--- src/rtl/game_status_uart_tx.sv ---
// Return-path UART transmitter: snapshots game status on request and sends a
// 5-byte 8N1 packet (header, letter, counts/flags, index mask, XOR checksum).
module game_status_uart_tx #(
    parameter int unsigned CLKS_PER_BIT = 1042,
    parameter logic [7:0]  HEADER       = 8'hA5
) (
    input  logic       clk,
    input  logic       nRst,
    input  logic       send,
    input  logic [7:0] letter,
    input  logic [2:0] correct,
    input  logic [2:0] incorrect,
    input  logic [4:0] index_correct,
    input  logic       mistake,
    input  logic       game_end,
    output logic       tx_serial,
    output logic       busy,
    output logic       done,
    output logic       overrun
);

    localparam int unsigned CNT_W = $clog2(CLKS_PER_BIT);
    localparam logic [CNT_W-1:0] CNT_MAX = CNT_W'(CLKS_PER_BIT - 1);

    localparam logic [1:0] IDLE  = 2'd0;
    localparam logic [1:0] START = 2'd1;
    localparam logic [1:0] DATA  = 2'd2;
    localparam logic [1:0] STOP  = 2'd3;

    logic [1:0]       state_q, state_d;
    logic [CNT_W-1:0] baud_cnt_q, baud_cnt_d;
    logic [2:0]       bit_idx_q, bit_idx_d;
    logic [2:0]       byte_idx_q, byte_idx_d;
    logic [7:0]       b1_q, b1_d;
    logic [7:0]       b2_q, b2_d;
    logic [7:0]       b3_q, b3_d;
    logic [7:0]       b4_q, b4_d;
    logic             tx_serial_q, tx_serial_d;
    logic             busy_q, busy_d;
    logic             done_q, done_d;
    logic             overrun_q, overrun_d;

    logic             baud_last;
    logic [7:0]       cur_byte;
    logic [7:0]       snap_b2;
    logic [7:0]       snap_b3;

    assign tx_serial = tx_serial_q;
    assign busy      = busy_q;
    assign done      = done_q;
    assign overrun   = overrun_q;

    // Next-state, counter and snapshot logic
    always_comb begin
        state_d    = state_q;
        baud_cnt_d = baud_cnt_q;
        bit_idx_d  = bit_idx_q;
        byte_idx_d = byte_idx_q;
        b1_d       = b1_q;
        b2_d       = b2_q;
        b3_d       = b3_q;
        b4_d       = b4_q;
        done_d     = 1'b0;
        overrun_d  = 1'b0;

        baud_last = (baud_cnt_q == CNT_MAX);
        snap_b2   = {correct, incorrect, mistake, game_end};
        snap_b3   = {3'b000, index_correct};

        case (state_q)
            IDLE: begin
                if (send) begin
                    state_d    = START;
                    baud_cnt_d = '0;
                    bit_idx_d  = 3'd0;
                    byte_idx_d = 3'd0;
                    b1_d       = letter;
                    b2_d       = snap_b2;
                    b3_d       = snap_b3;
                    b4_d       = HEADER ^ letter ^ snap_b2 ^ snap_b3;
                end
            end
            START: begin
                if (baud_last) begin
                    baud_cnt_d = '0;
                    bit_idx_d  = 3'd0;
                    state_d    = DATA;
                end else begin
                    baud_cnt_d = baud_cnt_q + CNT_W'(1);
                end
            end
            DATA: begin
                if (baud_last) begin
                    baud_cnt_d = '0;
                    if (bit_idx_q == 3'd7) begin
                        state_d = STOP;
                    end else begin
                        bit_idx_d = bit_idx_q + 3'd1;
                    end
                end else begin
                    baud_cnt_d = baud_cnt_q + CNT_W'(1);
                end
            end
            STOP: begin
                if (baud_last) begin
                    baud_cnt_d = '0;
                    if (byte_idx_q == 3'd4) begin
                        state_d = IDLE;
                        done_d  = 1'b1;
                    end else begin
                        byte_idx_d = byte_idx_q + 3'd1;
                        state_d    = START;
                    end
                end else begin
                    baud_cnt_d = baud_cnt_q + CNT_W'(1);
                end
            end
            default: state_d = IDLE;
        endcase

        overrun_d = send && (state_q != IDLE);

        // Line level is derived from the next state so it lands with the state change
        case (byte_idx_d)
            3'd0:    cur_byte = HEADER;
            3'd1:    cur_byte = b1_q;
            3'd2:    cur_byte = b2_q;
            3'd3:    cur_byte = b3_q;
            default: cur_byte = b4_q;
        endcase

        case (state_d)
            START:   tx_serial_d = 1'b0;
            DATA:    tx_serial_d = cur_byte[bit_idx_d];
            default: tx_serial_d = 1'b1;
        endcase
        busy_d = (state_d != IDLE);
    end

    // State and output registers with synchronous reset
    always_ff @(posedge clk) begin
        if (!nRst) begin
            state_q     <= IDLE;
            baud_cnt_q  <= '0;
            bit_idx_q   <= 3'd0;
            byte_idx_q  <= 3'd0;
            b1_q        <= 8'd0;
            b2_q        <= 8'd0;
            b3_q        <= 8'd0;
            b4_q        <= 8'd0;
            tx_serial_q <= 1'b1;
            busy_q      <= 1'b0;
            done_q      <= 1'b0;
            overrun_q   <= 1'b0;
        end else begin
            state_q     <= state_d;
            baud_cnt_q  <= baud_cnt_d;
            bit_idx_q   <= bit_idx_d;
            byte_idx_q  <= byte_idx_d;
            b1_q        <= b1_d;
            b2_q        <= b2_d;
            b3_q        <= b3_d;
            b4_q        <= b4_d;
            tx_serial_q <= tx_serial_d;
            busy_q      <= busy_d;
            done_q      <= done_d;
            overrun_q   <= overrun_d;
        end
    end

endmodule

--- config.mk ---
export PLATFORM = sky130hd
export DESIGN_NAME = game_status_uart_tx
export DESIGN_NICKNAME = d
export VERILOG_FILES = /design/src/rtl/game_status_uart_tx.sv
export SDC_FILE = /design/constraint.sdc
export NUM_CORES = 1
export LEC_CHECK = 0
export CORE_UTILIZATION = 55
export CTS_BUF_LIST = sky130_fd_sc_hd__clkbuf_8 sky130_fd_sc_hd__clkbuf_16
export CTS_CLUSTER_DIAMETER = 80
export DETAILED_ROUTE_END_ITERATION = 6
export GPL_ROUTABILITY_DRIVEN = 0
export PLACE_DENSITY = 0.84
export SLEW_MARGIN = 10
export SYNTH_ARGS = -nofsm -noshare
export SYNTH_HDL_FRONTEND = slang
export SYNTH_SLANG_ARGS = --single-unit
--- constraint.sdc ---
create_clock -name clk -period 3.1 [get_ports clk]
set_clock_uncertainty 0.2 [all_clocks]
set_input_delay 0.31 -clock clk [delete_from_list [all_inputs] [get_ports clk]]
set_output_delay 0.31 -clock clk [all_outputs]
set_load 0.1 [all_outputs]
==> results.cfg <==
[cts]
max-clock-path-buffers = 2
cts_root_buffer = sky130_fd_sc_hd__clkbuf_8
clkLatencyLatePin_ps = 310
numCtsBuffers = 5
h-tree-depth = 2
cts_hold_buf = 0
cts_tree = yes
numClockSinks = 52
cts.reportedPaths.clkPinSlew_ps = 90

[route]
detail_route.first_pass.iterations = 4
drc = 0
routed_wirelength_mm = 5.73
initial_detailed_routing_violation_count = 140
num_vias = 2324
avgViaCountPerCell = 5.48
drt.antenna.violating_nets = 0
routedWlPerCell_um = 13.5

[floorplan]
num_io_pins = 28
floorplan.rows = 25
fp.dieArea_um2 = 5420
die_height_um = 73.6
floorplan.core_area_um2 = 4820
die_width_um = 73.6
floorplan.initialDensity_pct = 58.5

[synthesis]
post-synth-top-area-cell = sky130_fd_sc_hd__dfxtp_1
post_synth_main_area_contributors = sky130_fd_sc_hd__dfxtp_1, sky130_fd_sc_hd__nand2_1, sky130_fd_sc_hd__a21boi_0
syn_area_um2 = 2820
syn_avg_cell_area_um2 = 8.67
ys_warn_count = 0
synth-main-ff-cell = sky130_fd_sc_hd__dfxtp_1
synthMostInstantiatedCell = sky130_fd_sc_hd__nand2_1
synth.top_cells.by_count = sky130_fd_sc_hd__nand2_1, sky130_fd_sc_hd__dfxtp_1, sky130_fd_sc_hd__a21boi_0
synthArstFlopShare_pct = 0
post_synthesis_cell_type_count = 65
yosysSeqAreaShare_pct = 36.9
post_synth_inst_count = 325
synth_largest_type_area_fraction_pct = 36.9
count_of_flip_flops_with_a_built_in_enable_after_synthesis = 0
number_of_nets_produced_by_synthesis = 359
postSynthRegisterBits = 52

[global_routing]
grt_usage_pct = 22.5
pin_count_of_the_biggest_net_entering_global_routing = 30
grt_antenna_before_repair = 0
grt_pass1_vias = 2207
gr-total-overflow = 0
grt_first_pass_wirelength_mm = 9.37

[critical_path]
slowest_delay_ps = 400
kind_of_start_point_of_the_critical_path = flip-flop
worst_ep_arrival_time_ps = 2900
path_class = reg -> reg
path_cells = inv_1, ha_1, and3b_1, nand4_1, o211ai_1, mux2_2, a221oi_1, nor3_1, nor4_1, a31oi_1
crit_buf_inv = 1
crit_path_max_fanout = 6
critical_path.top_delay_family = simple AND/OR/NAND/NOR gates
cp_slowest_cell = sky130_fd_sc_hd__mux2_2
timing.critical_path.to_type = flip-flop
required_time_reported_for_the_critical_path_endpoint_ps = 3100

[timing]
layout_min_cycle_time_ps = 2900
setup_tns_ps = 0
layout_worst_path_cycle_share_pct = 93.5
headroom_to_the_max_slew_limit_pct = 53.7
maxClockFrequency_mhz = 345
hold_viol = 0
rsz0062_at_grt = no
maxSlewViolCount = 0
finalSetupViolations = 0
worstMarginPinSlew_ps = 693

[pwr]
p_total_mw = 2.06
power.share.clock_pct = 19.0
cell_internal_pwr_mw = 1.27
power_leakage_nw = 1.25
switching_power_mw = 0.791
power_frac_comb_pct = 39.3
power_density_nw_per_um2 = 628
p_sw_share_pct = 38.4
max-vdd-ir-drop_mv = 0.316
seqPwrFrac_pct = 41.7

[run]
max_cap_viol_count = 0

[status]
outcome = completed

[placement]
buffer_ports.inserted = 27
dp_hpwl_mm = 4.26

[cells_and_area]
insertedDiodeCount = 0
post_route_cells_drive_above_1_share_pct = 12.3
fin_nets = 390
area.growth.synth_to_final_pct = 16.2

[worst_hold_path]
hp-class = reg -> reg
state kept, by name, indices dropped and copies added (netlist names):
register / count
b4_q: 8
bit_idx_q: 3
state_q: 2
tx_serial: 1
overrun: 1
baud_cnt_q: 11
b3_q: 5
b2_q: 8
byte_idx_q: 3
done: 1
b1_q: 8
busy: 1
worst register-to-register path, cell delays in order (launching register included):
cell	delay, ps
sky130_fd_sc_hd__dfxtp_2	380
sky130_fd_sc_hd__inv_1	100
sky130_fd_sc_hd__ha_1	370
sky130_fd_sc_hd__and3b_1	230
sky130_fd_sc_hd__nand4_1	90
sky130_fd_sc_hd__o211ai_1	250
sky130_fd_sc_hd__mux2_2	400
sky130_fd_sc_hd__a221oi_1	270
sky130_fd_sc_hd__nor3_1	110
sky130_fd_sc_hd__nor4_1	270
sky130_fd_sc_hd__a31oi_1	110
power by group through the flow:
| stage | Sequential [mW] | Combinational [mW] | Clock, mW |
|---|---|---|---|
| 2_1_floorplan | 0.945 | 0.522 | 0 |
| 3_3_place_gp | 0.867 | 0.780 | 0 |
| 3_5_place_dp | 0.871 | 0.794 | 0 |
| 4_1_cts | 0.856 | 0.800 | 0.398 |
| 5_1_grt | 0.870 | 0.884 | 0.429 |
| 6_report | 0.859 | 0.808 | 0.391 |
cell type report:
cell class                      instances  area [um^2]
Clock buffer                            6         82.6
Clock inverter                          2         7.51
Fill cell                             392         1540
Inverter                               12         45.0
Multi-Input combinational cell        246         1660
Sequential cell                        52         1040
Tap cell                               67         83.8
Timing Repair Buffer                   39          350
placed cells by master (no fill, tap or decap), drive strengths merged, types with 10 or more instances in the layout:
master,Yosys,layout
nand2,66,66
o21ai,12,12
buf,3,16
ha,10,10
nor2,12,12
a21boi,23,23
xnor2,15,15
clkdlybuf4s50,0,23
dfxtp,52,52
inv,12,14
and2,13,13
path summary, 6_finish.rpt:
| kind | to | slack (ps) | from | depth (start not counted) |
|---|---|---|---|---|
| worst max-delay path | tx_serial | 200 | state_q[0] | 10 |
| worst min register to register | b2_q[5] | 270 | b2_q[5] | 2 |
| worst max register to register | tx_serial | 200 | state_q[0] | 10 |
| worst min-delay path | b2_q[5] | 270 | b2_q[5] | 2 |
per-layer routing:
layer  vias up  GRT usage, %  wire, um
li1       1183             -         -
met1      1091          26.3      2560
met2        40          40.3      2920
met3        10          3.84       166
met4         0          9.62        86
met5         -             0         0
stage by stage:
step	area, um^2	setup slack, ps	hold WS [ps]	cells	util (%)
after floorplan	2820	238	238	325	-
after global placement	3150	112	249	413	65.5
after detailed placement	3150	93.4	261	413	65.5
after CTS	3240	86.6	274	421	67.3
after global routing	3280	27.5	298	424	68.0
final	3280	202	273	424	68.0
timing repair:
item | in CTS | in global routing
setup endpoints to repair | 0 | 1
gates resized for setup | 0 | 4
hold endpoints to repair | 0 | 0
buffers inserted | 0 | 3
logic make-up after synthesis:
kind of cell               after synthesis  share of synthesized area (%)
muxes                                   10                           3.95
adders and majority gates               10                           4.44
xor gates and xnor gates                22                           6.84
and+or+nand+nor                        130                           23.7
buffers and inverters                   27                           4.35
AOI/OAI and AO/OA                       74                           19.8
DFF                                     52                           36.9
Power figures use the tool's default switching activity.
